**src/rtl/muldiv_pkg.sv**
```systemverilog
// muldiv_pkg: shared widths, op encodings, FSM states and helpers for muldiv_seq
//   XLEN  operand and HI/LO width
//   ITER  radix-2 steps per operation
//   CW    iteration counter width
package muldiv_pkg;
   localparam int XLEN = 32;
   localparam int ITER = XLEN;
   localparam int CW = $clog2(ITER);
   typedef enum logic [1:0] {OP_MULT = 2'b00, OP_MULTU = 2'b01, OP_DIV = 2'b10, OP_DIVU = 2'b11} op_t;
   typedef enum logic [1:0] {S_IDLE, S_RUN, S_FIX} state_t;
   function automatic logic [XLEN-1:0] mag(input logic [XLEN-1:0] x);
      return x[XLEN-1] ? -x : x;
   endfunction
endpackage

```
**src/rtl/muldiv_seq_if.sv**
```systemverilog
// muldiv_seq_if: command/result bundle between the core and the HI/LO sequencer
//   start, op, op_a, op_b    launch request and operands (master -> slave)
//   mthi, mtlo, wr_data      direct HI/LO writes (master -> slave)
//   hi, lo                   architectural HI/LO (slave -> master)
//   busy, done, div_zero     status (slave -> master)
interface muldiv_seq_if;
   import muldiv_pkg::*;
   logic start;
   op_t op;
   logic [XLEN-1:0] op_a;
   logic [XLEN-1:0] op_b;
   logic mthi;
   logic mtlo;
   logic [XLEN-1:0] wr_data;
   logic [XLEN-1:0] hi;
   logic [XLEN-1:0] lo;
   logic busy;
   logic done;
   logic div_zero;
   modport master (output start, op, op_a, op_b, mthi, mtlo, wr_data, input hi, lo, busy, done, div_zero);
   modport slave (input start, op, op_a, op_b, mthi, mtlo, wr_data, output hi, lo, busy, done, div_zero);
endinterface

```
**src/rtl/muldiv_step.sv**
```systemverilog
// muldiv_step: one combinational radix-2 multiply or restoring-divide iteration
//   acc_hi, acc_lo  current accumulator halves
//   b               magnitude of multiplier / divisor
//   div             1 = divide step, 0 = multiply step
//   nx_hi, nx_lo    accumulator after this step
module muldiv_step
   import muldiv_pkg::*;
(
   input  logic [XLEN-1:0] acc_hi,
   input  logic [XLEN-1:0] acc_lo,
   input  logic [XLEN-1:0] b,
   input  logic            div,
   output logic [XLEN-1:0] nx_hi,
   output logic [XLEN-1:0] nx_lo
);
   logic [XLEN:0] sum, rem, diff;
   always_comb begin
      // multiply: add b when the current multiplier bit is set, then shift the pair right
      sum = {1'b0, acc_hi} + (acc_lo[0] ? {1'b0, b} : '0);
      // divide: shift the next dividend bit into the remainder; diff sign bit is the borrow
      rem = {acc_hi, acc_lo[XLEN-1]};
      diff = rem - {1'b0, b};
      nx_hi = div ? (diff[XLEN] ? rem[XLEN-1:0] : diff[XLEN-1:0]) : sum[XLEN:1];
      nx_lo = div ? {acc_lo[XLEN-2:0], ~diff[XLEN]} : {sum[0], acc_lo[XLEN-1:1]};
   end
endmodule

```
**src/rtl/muldiv_seq.sv**
```systemverilog
// muldiv_seq: iterative MULT/MULTU/DIV/DIVU sequencer owning the HI/LO pair
//   clk   rising-edge clock
//   rst   asynchronous active-low reset
//   bus   muldiv_seq_if.slave: start/op/operands, MTHI/MTLO writes, hi/lo, busy/done/div_zero
module muldiv_seq
   import muldiv_pkg::*;
(
   input logic clk,
   input logic rst,
   muldiv_seq_if.slave bus
);
   state_t state, state_nx;
   logic [CW-1:0] cnt;
   logic [XLEN-1:0] acc_hi, acc_lo, b_reg, nx_hi, nx_lo, hi, lo, r_fix;
   logic [2*XLEN-1:0] prod_fix;
   logic is_div, neg_q, neg_r, dz, done, div_zero, sgn;

   muldiv_step u_step (
      .acc_hi(acc_hi),
      .acc_lo(acc_lo),
      .b(b_reg),
      .div(is_div),
      .nx_hi(nx_hi),
      .nx_lo(nx_lo)
   );

   always_comb begin
      state_nx = state;
      case (state)
         S_IDLE: state_nx = bus.start ? S_RUN : S_IDLE;
         S_RUN: state_nx = (cnt == '0) ? S_FIX : S_RUN;
         default: state_nx = S_IDLE;
      endcase
   end

   always_comb begin
      sgn = ~bus.op[0];
      // low half of the negated product is also the negated quotient
      prod_fix = neg_q ? -{acc_hi, acc_lo} : {acc_hi, acc_lo};
      r_fix = neg_r ? -acc_hi : acc_hi;
   end

   always_ff @(posedge clk or negedge rst) begin
      if (!rst) begin
         state <= S_IDLE;
         cnt <= '0;
         acc_hi <= '0;
         acc_lo <= '0;
         b_reg <= '0;
         is_div <= 1'b0;
         neg_q <= 1'b0;
         neg_r <= 1'b0;
         dz <= 1'b0;
         hi <= '0;
         lo <= '0;
         done <= 1'b0;
         div_zero <= 1'b0;
      end else begin
         state <= state_nx;
         done <= 1'b0;
         div_zero <= 1'b0;
         case (state)
            S_IDLE: begin
               if (bus.start) begin
                  acc_hi <= '0;
                  acc_lo <= sgn ? mag(bus.op_a) : bus.op_a;
                  b_reg <= sgn ? mag(bus.op_b) : bus.op_b;
                  is_div <= bus.op[1];
                  neg_q <= sgn & (bus.op_a[XLEN-1] ^ bus.op_b[XLEN-1]);
                  neg_r <= sgn & bus.op_a[XLEN-1];
                  dz <= bus.op[1] && (bus.op_b == '0);
                  cnt <= CW'(ITER - 1);
               end else begin
                  if (bus.mthi) hi <= bus.wr_data;
                  if (bus.mtlo) lo <= bus.wr_data;
               end
            end
            S_RUN: begin
               acc_hi <= nx_hi;
               acc_lo <= nx_lo;
               cnt <= cnt - 1'b1;
            end
            S_FIX: begin
               // a zero divisor leaves the dividend magnitude as remainder, so the sign fix restores op_a
               hi <= is_div ? r_fix : prod_fix[2*XLEN-1:XLEN];
               lo <= dz ? '1 : prod_fix[XLEN-1:0];
               done <= 1'b1;
               div_zero <= dz;
            end
            default: ;
         endcase
      end
   end

   assign bus.busy = (state != S_IDLE);
   assign bus.hi = hi;
   assign bus.lo = lo;
   assign bus.done = done;
   assign bus.div_zero = div_zero;
endmodule

```
**src/flat_wrapper.sv**
```systemverilog
// flat-port wrapper written by rule: the top's interface ports become plain ports
module muldiv_seq_flat import muldiv_pkg::*;
  (clk, rst, bus_start, bus_op, bus_op_a, bus_op_b, bus_mthi, bus_mtlo, bus_wr_data, bus_hi, bus_lo, bus_busy, bus_done, bus_div_zero);
  muldiv_seq_if bus_i ();
  input logic clk;
  input logic rst;
  input wire logic [$bits(bus_i.start)-1:0] bus_start;
  input wire logic [$bits(bus_i.op)-1:0] bus_op;
  input wire logic [$bits(bus_i.op_a)-1:0] bus_op_a;
  input wire logic [$bits(bus_i.op_b)-1:0] bus_op_b;
  input wire logic [$bits(bus_i.mthi)-1:0] bus_mthi;
  input wire logic [$bits(bus_i.mtlo)-1:0] bus_mtlo;
  input wire logic [$bits(bus_i.wr_data)-1:0] bus_wr_data;
  output wire logic [$bits(bus_i.hi)-1:0] bus_hi;
  output wire logic [$bits(bus_i.lo)-1:0] bus_lo;
  output wire logic [$bits(bus_i.busy)-1:0] bus_busy;
  output wire logic [$bits(bus_i.done)-1:0] bus_done;
  output wire logic [$bits(bus_i.div_zero)-1:0] bus_div_zero;
  assign bus_i.start = bus_start;
  assign bus_i.op = bus_op;
  assign bus_i.op_a = bus_op_a;
  assign bus_i.op_b = bus_op_b;
  assign bus_i.mthi = bus_mthi;
  assign bus_i.mtlo = bus_mtlo;
  assign bus_i.wr_data = bus_wr_data;
  assign bus_hi = bus_i.hi;
  assign bus_lo = bus_i.lo;
  assign bus_busy = bus_i.busy;
  assign bus_done = bus_i.done;
  assign bus_div_zero = bus_i.div_zero;
  muldiv_seq u_core (.clk(clk), .rst(rst), .bus(bus_i));
endmodule
```
**config.mk**
```make
export PLATFORM = sky130hd
export DESIGN_NAME = muldiv_seq_flat
export DESIGN_NICKNAME = d
export VERILOG_FILES = /design/src/rtl/muldiv_pkg.sv /design/src/rtl/muldiv_seq_if.sv /design/src/rtl/muldiv_step.sv /design/src/rtl/muldiv_seq.sv /design/src/flat_wrapper.sv
export SDC_FILE = /design/constraint.sdc
export NUM_CORES = 1
export LEC_CHECK = 0
export CELL_PAD_IN_SITES_DETAIL_PLACEMENT = 1
export CELL_PAD_IN_SITES_GLOBAL_PLACEMENT = 1
export CORE_MARGIN = 3
export CORE_UTILIZATION = 44
export CTS_CLUSTER_DIAMETER = 40
export DETAILED_ROUTE_END_ITERATION = 12
export DONT_BUFFER_PORTS = 1
export GPL_TIMING_DRIVEN = 0
export PLACE_DENSITY_LB_ADDON = 0.1
export REMOVE_ABC_BUFFERS = 1
export SYNTH_ARGS = -nofsm -noshare
export SYNTH_HDL_FRONTEND = slang
export SYNTH_SLANG_ARGS = --single-unit
```
**constraint.sdc**
```tcl
create_clock -name clk -period 2.9 [get_ports clk]
set_input_delay 0.435 -clock clk [delete_from_list [all_inputs] [get_ports clk]]
set_output_delay 0.435 -clock clk [all_outputs]
set_load 0.01 [all_outputs]
```
==> results of run 1 <==
## layout make-up
cell class,instances,area [µm²]
Fill cell,3802,14600
Clock buffer,20,457
Clock inverter,11,133
Timing Repair inverter,2,12.5
Inverter,61,239
Multi-Input combinational cell,1489,10500
Sequential cell,173,4370
Timing Repair Buffer,93,970
Tap cell,435,544
## through the flow
step                cells  TNS [ns]  total power [mW]  setup WS [ns]
floorplan            1722    -55.99              14.4          -1.78
global placement     2157   -288.86              17.4          -4.31
detailed placement   2164    -89.64              18.3          -1.94
CTS                  2251    -15.43              23.0         -0.496
global route         2284    -26.46              26.5         -0.631
finish               2284    -21.62              24.8         -0.572
## cell families after synthesis
logic type | count (synthesis) | share of synthesized area [%]
buf+inv | 171 | 4.50
mux | 52 | 3.64
simple gates | 616 | 20.0
flops | 173 | 30.1
xor+xnor | 166 | 10.1
compound gates | 583 | 25.3
fa+ha+maj | 71 | 6.29
## path summary, 6_finish.rpt
kind	startpoint	endpoint	depth (start not counted)	slack, ns
worst max-delay path	u_core.acc_lo[31]$_DFFE_PN0P_	u_core.acc_hi[2]$_DFFE_PN0P_	13	-0.57
worst min-delay path	rst	u_core.b_reg[6]$_DFFE_PN0P_	0	-0.33
worst max register to register	u_core.acc_lo[31]$_DFFE_PN0P_	u_core.acc_hi[2]$_DFFE_PN0P_	13	-0.57
worst min register to register	u_core.b_reg[28]$_DFFE_PN0P_	u_core.b_reg[28]$_DFFE_PN0P_	2	0.48
max in group asynchronous	rst	u_core.acc_lo[24]$_DFFE_PN0P_	0	2.82
min in group clk	bus_op[0]	u_core.neg_q$_DFFE_PN0P_	1	0.05
## what timing repair did
| item | CTS | global route |
|---|---|---|
| gates resized for setup | 163 | 138 |
| endpoints found under the setup margin | 80 | 75 |
| pin swaps | 37 | 50 |
| hold endpoints to repair | 173 | 173 |
| buffers inserted | 53 | 32 |
| gates cloned | 3 | 2 |
## cells in the mapped netlist (11+ instances only)
library cell	number
clkbuf_1	98
inv_1	61
nand3_1	19
or3_1	26
nor2b_1	13
o21ai_0	192
ha_1	69
nand2b_1	21
and3_1	11
nand2_1	267
mux2i_1	50
xnor2_1	74
nor3_1	41
a21oi_1	145
xor2_1	92
a21o_1	22
nand4_1	15
a22oi_1	30
o31ai_1	25
a211oi_1	14
a31oi_1	21
a32oi_1	33
dfrtp_1	173
nor2_1	144
o41ai_1	11
o211ai_1	13
or4_1	16
## worst max-delay path: stages, from the launching register on
cell      delay (ns)
dfrtp_2         0.44
inv_4           0.07
ha_4            0.17
fa_2            0.37
nor2b_4         0.16
o31ai_4         0.09
a211o_4         0.37
a211oi_4        0.39
mux2i_4         0.44
nor2_4          0.11
buf_8           0.15
mux2i_2         0.17
nor2_1          0.08
a211o_1         0.33
## per-layer routing
metal | vias up | track usage (%) | wire length [µm]
met2 | 510 | 49.6 | 27200
met3 | 99 | 7.85 | 4270
met5 | - | 0 | 0
met1 | 7373 | 41.4 | 24400
met4 | 0 | 8.14 | 1460
li1 | 6613 | - | -
## where the power goes
| part | internal, mW | switching (mW) | total [mW] |
|---|---|---|---|
| clock network | 1.32 | 1.11 | 2.43 |
| registers | 3.67 | 2.26 | 5.92 |
| logic | 7.27 | 9.19 | 16.5 |
| total | 12.3 | 12.6 | 24.8 |
==> metrics.cfg, run 1 <==
[floorplan]
fp.coreArea_mm2=0.0319
die-area_mm2=0.0348
rows=65
die_height_um=187
ios=170
initial_utilization_pct=45.0
die_x_um=187

[timing]
setup_viol=58
clock_skew_ns=0.0128
worst_slack_ns=-0.572
timing.final.hold_violations=173
finalCriticalPeriod_ns=3.47
rsz0062_at_grt=yes
finalCritPeriodShare_pct=120
slew_headroom_pct=6.55
finalMaxSlewViolations=0
worstMarginPinSlew_ns=1.40
worst_hold_slack_ns=-0.328
max_freq_mhz=288

[placement]
gp_congestion=0.903
port_buffers=0
placed_area_mm2=0.0147
dp_hpwl_um=37500

[clock_tree]
htree_levels=4
cts-root-buf=clkbuf_16
cts_sinks=173
cts_tree=built
cts_buffers=17
clock_latency_ns=0.47
clk_path_buf_depth=2
clk_pin_slew_worst_paths_ns=0.07

[global_route]
gr-total-overflow=0
antenna_found_initial=0
track_usage_pct=30.8
grt_max_degree=174
grt_pass1_wl_um=85800
grt_pass1_vias=14627

[min_path]
hp-class=primary input to async pin

[pwr]
p_per_area_mw_per_mm2=1440
vdd_drop_max_mv=0.817
p_leak_nw=6.92

[synth]
ys.warnings.count=0
avgSynthCellArea_um2=7.84
synth.distinct_cells=73
synth_flop_cell=dfrtp_1
synth_area_leader_cell=dfrtp_1
syn-cell-area_mm2=0.0144
synth_seq_cells=173
ys_top_cells_by_area=dfrtp_1, nand2_1, o21ai_0, ha_1, xor2_1
ys_seq_area_share_pct=30.1
synth_top_area_share_pct=30.1
synthCells=1832
async_reset_ff_share_pct=100
synth-edff-count=0

[cells_and_area]
finalInstanceArea_mm2=0.0172
fin_nets=2011
drive_above_1_share_pct=19.2
post-route-util_pct=54.1
area_delta_synth_final_pct=20.0
layout_common_cells=nand2_1, o21ai_0, dfrtp_1
antenna_cells=0
final_common_cell=nand2_1

[detailed_routing]
wl_um=57300
antenna_left=0
first_pass_iters=5
wire_per_inst_um=25.1
vias=14595
drc=0
drt-initial-drc-count=1131
vias_per_cell=6.39

[status]
status=complete, but fails checks
failed_checks=negative hold slack, negative setup slack

[critical_path]
endpoint_kind=flip-flop
crit_type=flip-flop to flip-flop
critPathArrivalTime_ns=3.81
startpoint_type=flip-flop
path_max_fanout=6
worstPathRequired_ns=3.24

[job]
drv_cap=0

Note: power is estimated with default switching activity, not from simulation.
==> inputs of run 2 (changes only) <==
CORE_UTILIZATION = 45   (was 44)
CTS_BUF_LIST = sky130_fd_sc_hd__clkbuf_8   (was not set)
==> metrics.cfg, run 2 (synthesis gave the netlist of run 1 again) <==
[status]
status=complete, but fails checks
failed_checks=negative hold slack, negative setup slack

[detailed_routing]
first_pass_iters=5  ; unchanged
wire_per_inst_um=25.3  ; +0.87%
wl_um=56700  ; -1.1%
vias=14528  ; -0.46%
vias_per_cell=6.49  ; +1.5%
drt-initial-drc-count=1123  ; -0.71%
drc=0  ; unchanged
antenna_left=0  ; unchanged

[clock_tree]
clk_path_buf_depth=2  ; unchanged
htree_levels=4  ; unchanged
clk_pin_slew_worst_paths_ns=0.12  ; +0.05 ns
cts-root-buf=clkbuf_8
cts_tree=built
clock_latency_ns=0.51  ; +0.04 ns
postCtsHoldBufs=1
cts_buffers=17  ; unchanged
cts_sinks=173  ; unchanged

[timing]
worst_hold_slack_ns=-0.394  ; -0.0667 ns
worst_slack_ns=-0.529  ; +0.0432 ns
worstMarginPinSlew_ns=1.33  ; -0.0738 ns
setup_viol=56  ; -3.4%
clock_skew_ns=0.0263  ; +0.0135 ns
finalCriticalPeriod_ns=3.43  ; -0.0432 ns
setup_tns_ns=-17.54  ; +4.07 ns
finalCritPeriodShare_pct=118  ; -1.5 points
timing.final.hold_violations=173  ; unchanged
max_freq_mhz=292  ; +1.3%
finalMaxSlewViolations=0  ; unchanged
slew_headroom_pct=11.5  ; +4.9 points
rsz0062_at_grt=yes

[critical_path]
worst_path_max_delay_cell=or4_4
startpoint_type=flip-flop
path_max_fanout=5  ; -1
endpoint_kind=flip-flop
critPathArrivalTime_ns=3.79  ; -0.02 ns
cpPeakStageDelay_ns=0.50  ; +0.06 ns
crit_type=flip-flop to flip-flop
worst_path_most_repeated_cell=buf_12
critical_path.cell_chain=buf_12 > clkinvlp_4 > buf_12 > ha_4 > nand2b_4 > or4_4 > nor4b_4 > a21oi_4 > or3_4 > o41ai_4 > buf_4 > xor2_4 > o21ai_1
worstPathRequired_ns=3.26  ; +0.02 ns

[min_path]
hp-class=primary input to async pin

[pwr]
p_per_area_mw_per_mm2=1480  ; +3.0%
p_leak_nw=6.86  ; -0.85%
vdd_drop_max_mv=0.761  ; -6.8%
p_total_mw=25.4  ; +2.4%

[global_route]
track_usage_pct=31.6  ; +0.79 points
top_usage_layer=met2
grt_max_degree=174  ; unchanged
grt_pass1_wl_um=84900  ; -1.0%
grt_pass1_vias=14707  ; +0.55%
gr-total-overflow=0  ; unchanged
grtUsageMet3_pct=7.32  ; -0.53 points
use_met1_pct=42.6  ; +1.2 points
gr-usage-met2_pct=51.0  ; +1.4 points
antenna_found_initial=0  ; unchanged

[placement]
gp_congestion=0.912  ; +1.1%
dp_hpwl_um=37500  ; about the same
port_buffers=0  ; unchanged
place_ws_ns=-1.92  ; +0.0203 ns

[cells_and_area]
fillers=3637  ; -4.3%
fin_nets=2005  ; -0.30%
multiInputGateArea_mm2=0.0107  ; +1.4%
seqCellArea_mm2=0.00437  ; -0.14%
final_common_cell=nand2_1
area_delta_synth_final_pct=19.3
antenna_cells=0  ; unchanged
drive_above_1_share_pct=20.0  ; +0.76 points
layout_common_cells=nand2_1, o21ai_0, dfrtp_1

[floorplan]
die_height_um=185  ; -1.1%
die_x_um=185  ; -1.1%
initial_utilization_pct=46.3  ; +1.3 points
die-area_mm2=0.0341  ; -2.2%
fp.coreArea_mm2=0.0310  ; -2.8%
rows=64  ; -1.5%
ios=170  ; unchanged

[job]
drv_cap=0  ; unchanged

-- run 2: final timing paths --
kind | from | endpoint | slack (ns) | cells after the start
min in group clk | bus_op[1] | u_core.is_div$_DFFE_PN0P_ | 0.04 | 2
worst max register to register | u_core.acc_lo[0]$_DFFE_PN0P_ | u_core.bus.hi[12]$_DFFE_PN0P_ | -0.53 | 13
worst min register to register | u_core.b_reg[30]$_DFFE_PN0P_ | u_core.b_reg[30]$_DFFE_PN0P_ | 0.49 | 2
max in group asynchronous | rst | u_core.is_div$_DFFE_PN0P_ | 2.85 | 0
worst min-delay path | rst | u_core.acc_hi[14]$_DFFE_PN0P_ | -0.39 | 0
worst max-delay path | u_core.acc_lo[0]$_DFFE_PN0P_ | u_core.bus.hi[12]$_DFFE_PN0P_ | -0.53 | 13
-- run 2: worst max-delay path: cells and delay by family (launching register included) --
kind                       cells  cell delay [ns]
and+or+nand+nor                4             1.43
buffers and inverters          4             0.58
DFF                            1             0.48
AOI/OAI and AO/OA              3             0.47
xor gates and xnor gates       1             0.18
adders and majority gates      1             0.15
-- run 2: power by group --
group / switching (mW) / internal, mW / leakage [nW]
combinational: 9.80 / 7.79 / 4.62
clock: 1.05 / 0.877 / 0.211
sequential: 2.23 / 3.65 / 2.03
total: 13.1 / 12.3 / 6.86
-- run 2: routing by layer --
metal  vias up  part of all wire [%]
li1       6572                     -
met1      7364                    42
met2       491                    47
met3       101                   7.5
met4         0                   2.9
met5         -                     0
-- run 2: area by class of cell --
| class | count | area share, % |
|---|---|---|
| timing repair inverter | 1 | 0.0438 |
| multi-input combinational | 1490 | 62.2 |
| inverter | 61 | 1.39 |
| timing repair buffer | 87 | 5.61 |
| clock buffer | 18 | 1.45 |
| tap | 396 | 2.89 |
| clock inverter | 14 | 0.956 |
| sequential | 173 | 25.5 |
-- run 2: repair_timing --
| action | CTS | global route |
|---|---|---|
| endpoints found under the hold margin | 174 | 173 |
| setup endpoints to repair | 80 | 67 |
| buffers inserted | 42 | 35 |
| pin swaps | 39 | 53 |
| gates resized for setup | 174 | 166 |
| gates cloned | 5 | 1 |
-- run 2: stage by stage --
stage                     hold WS [ns]  instance area [µm²]  std cells  util (%)
after floorplan                  0.139                13900       1722         -
after global placement           0.149                14400       2118      46.6
after detailed placement         0.149                14600       2124      47.1
after CTS                       -0.414                16100       2204      51.9
after global routing            -0.433                17100       2240      55.3
final                           -0.394                17100       2240      55.3
==> inputs of run 3 (changes only) <==
CTS_CLUSTER_SIZE = 24   (was not set)
==> results of run 3 <==
The final DEF is identical to that of run 2; final timing and power are the same.
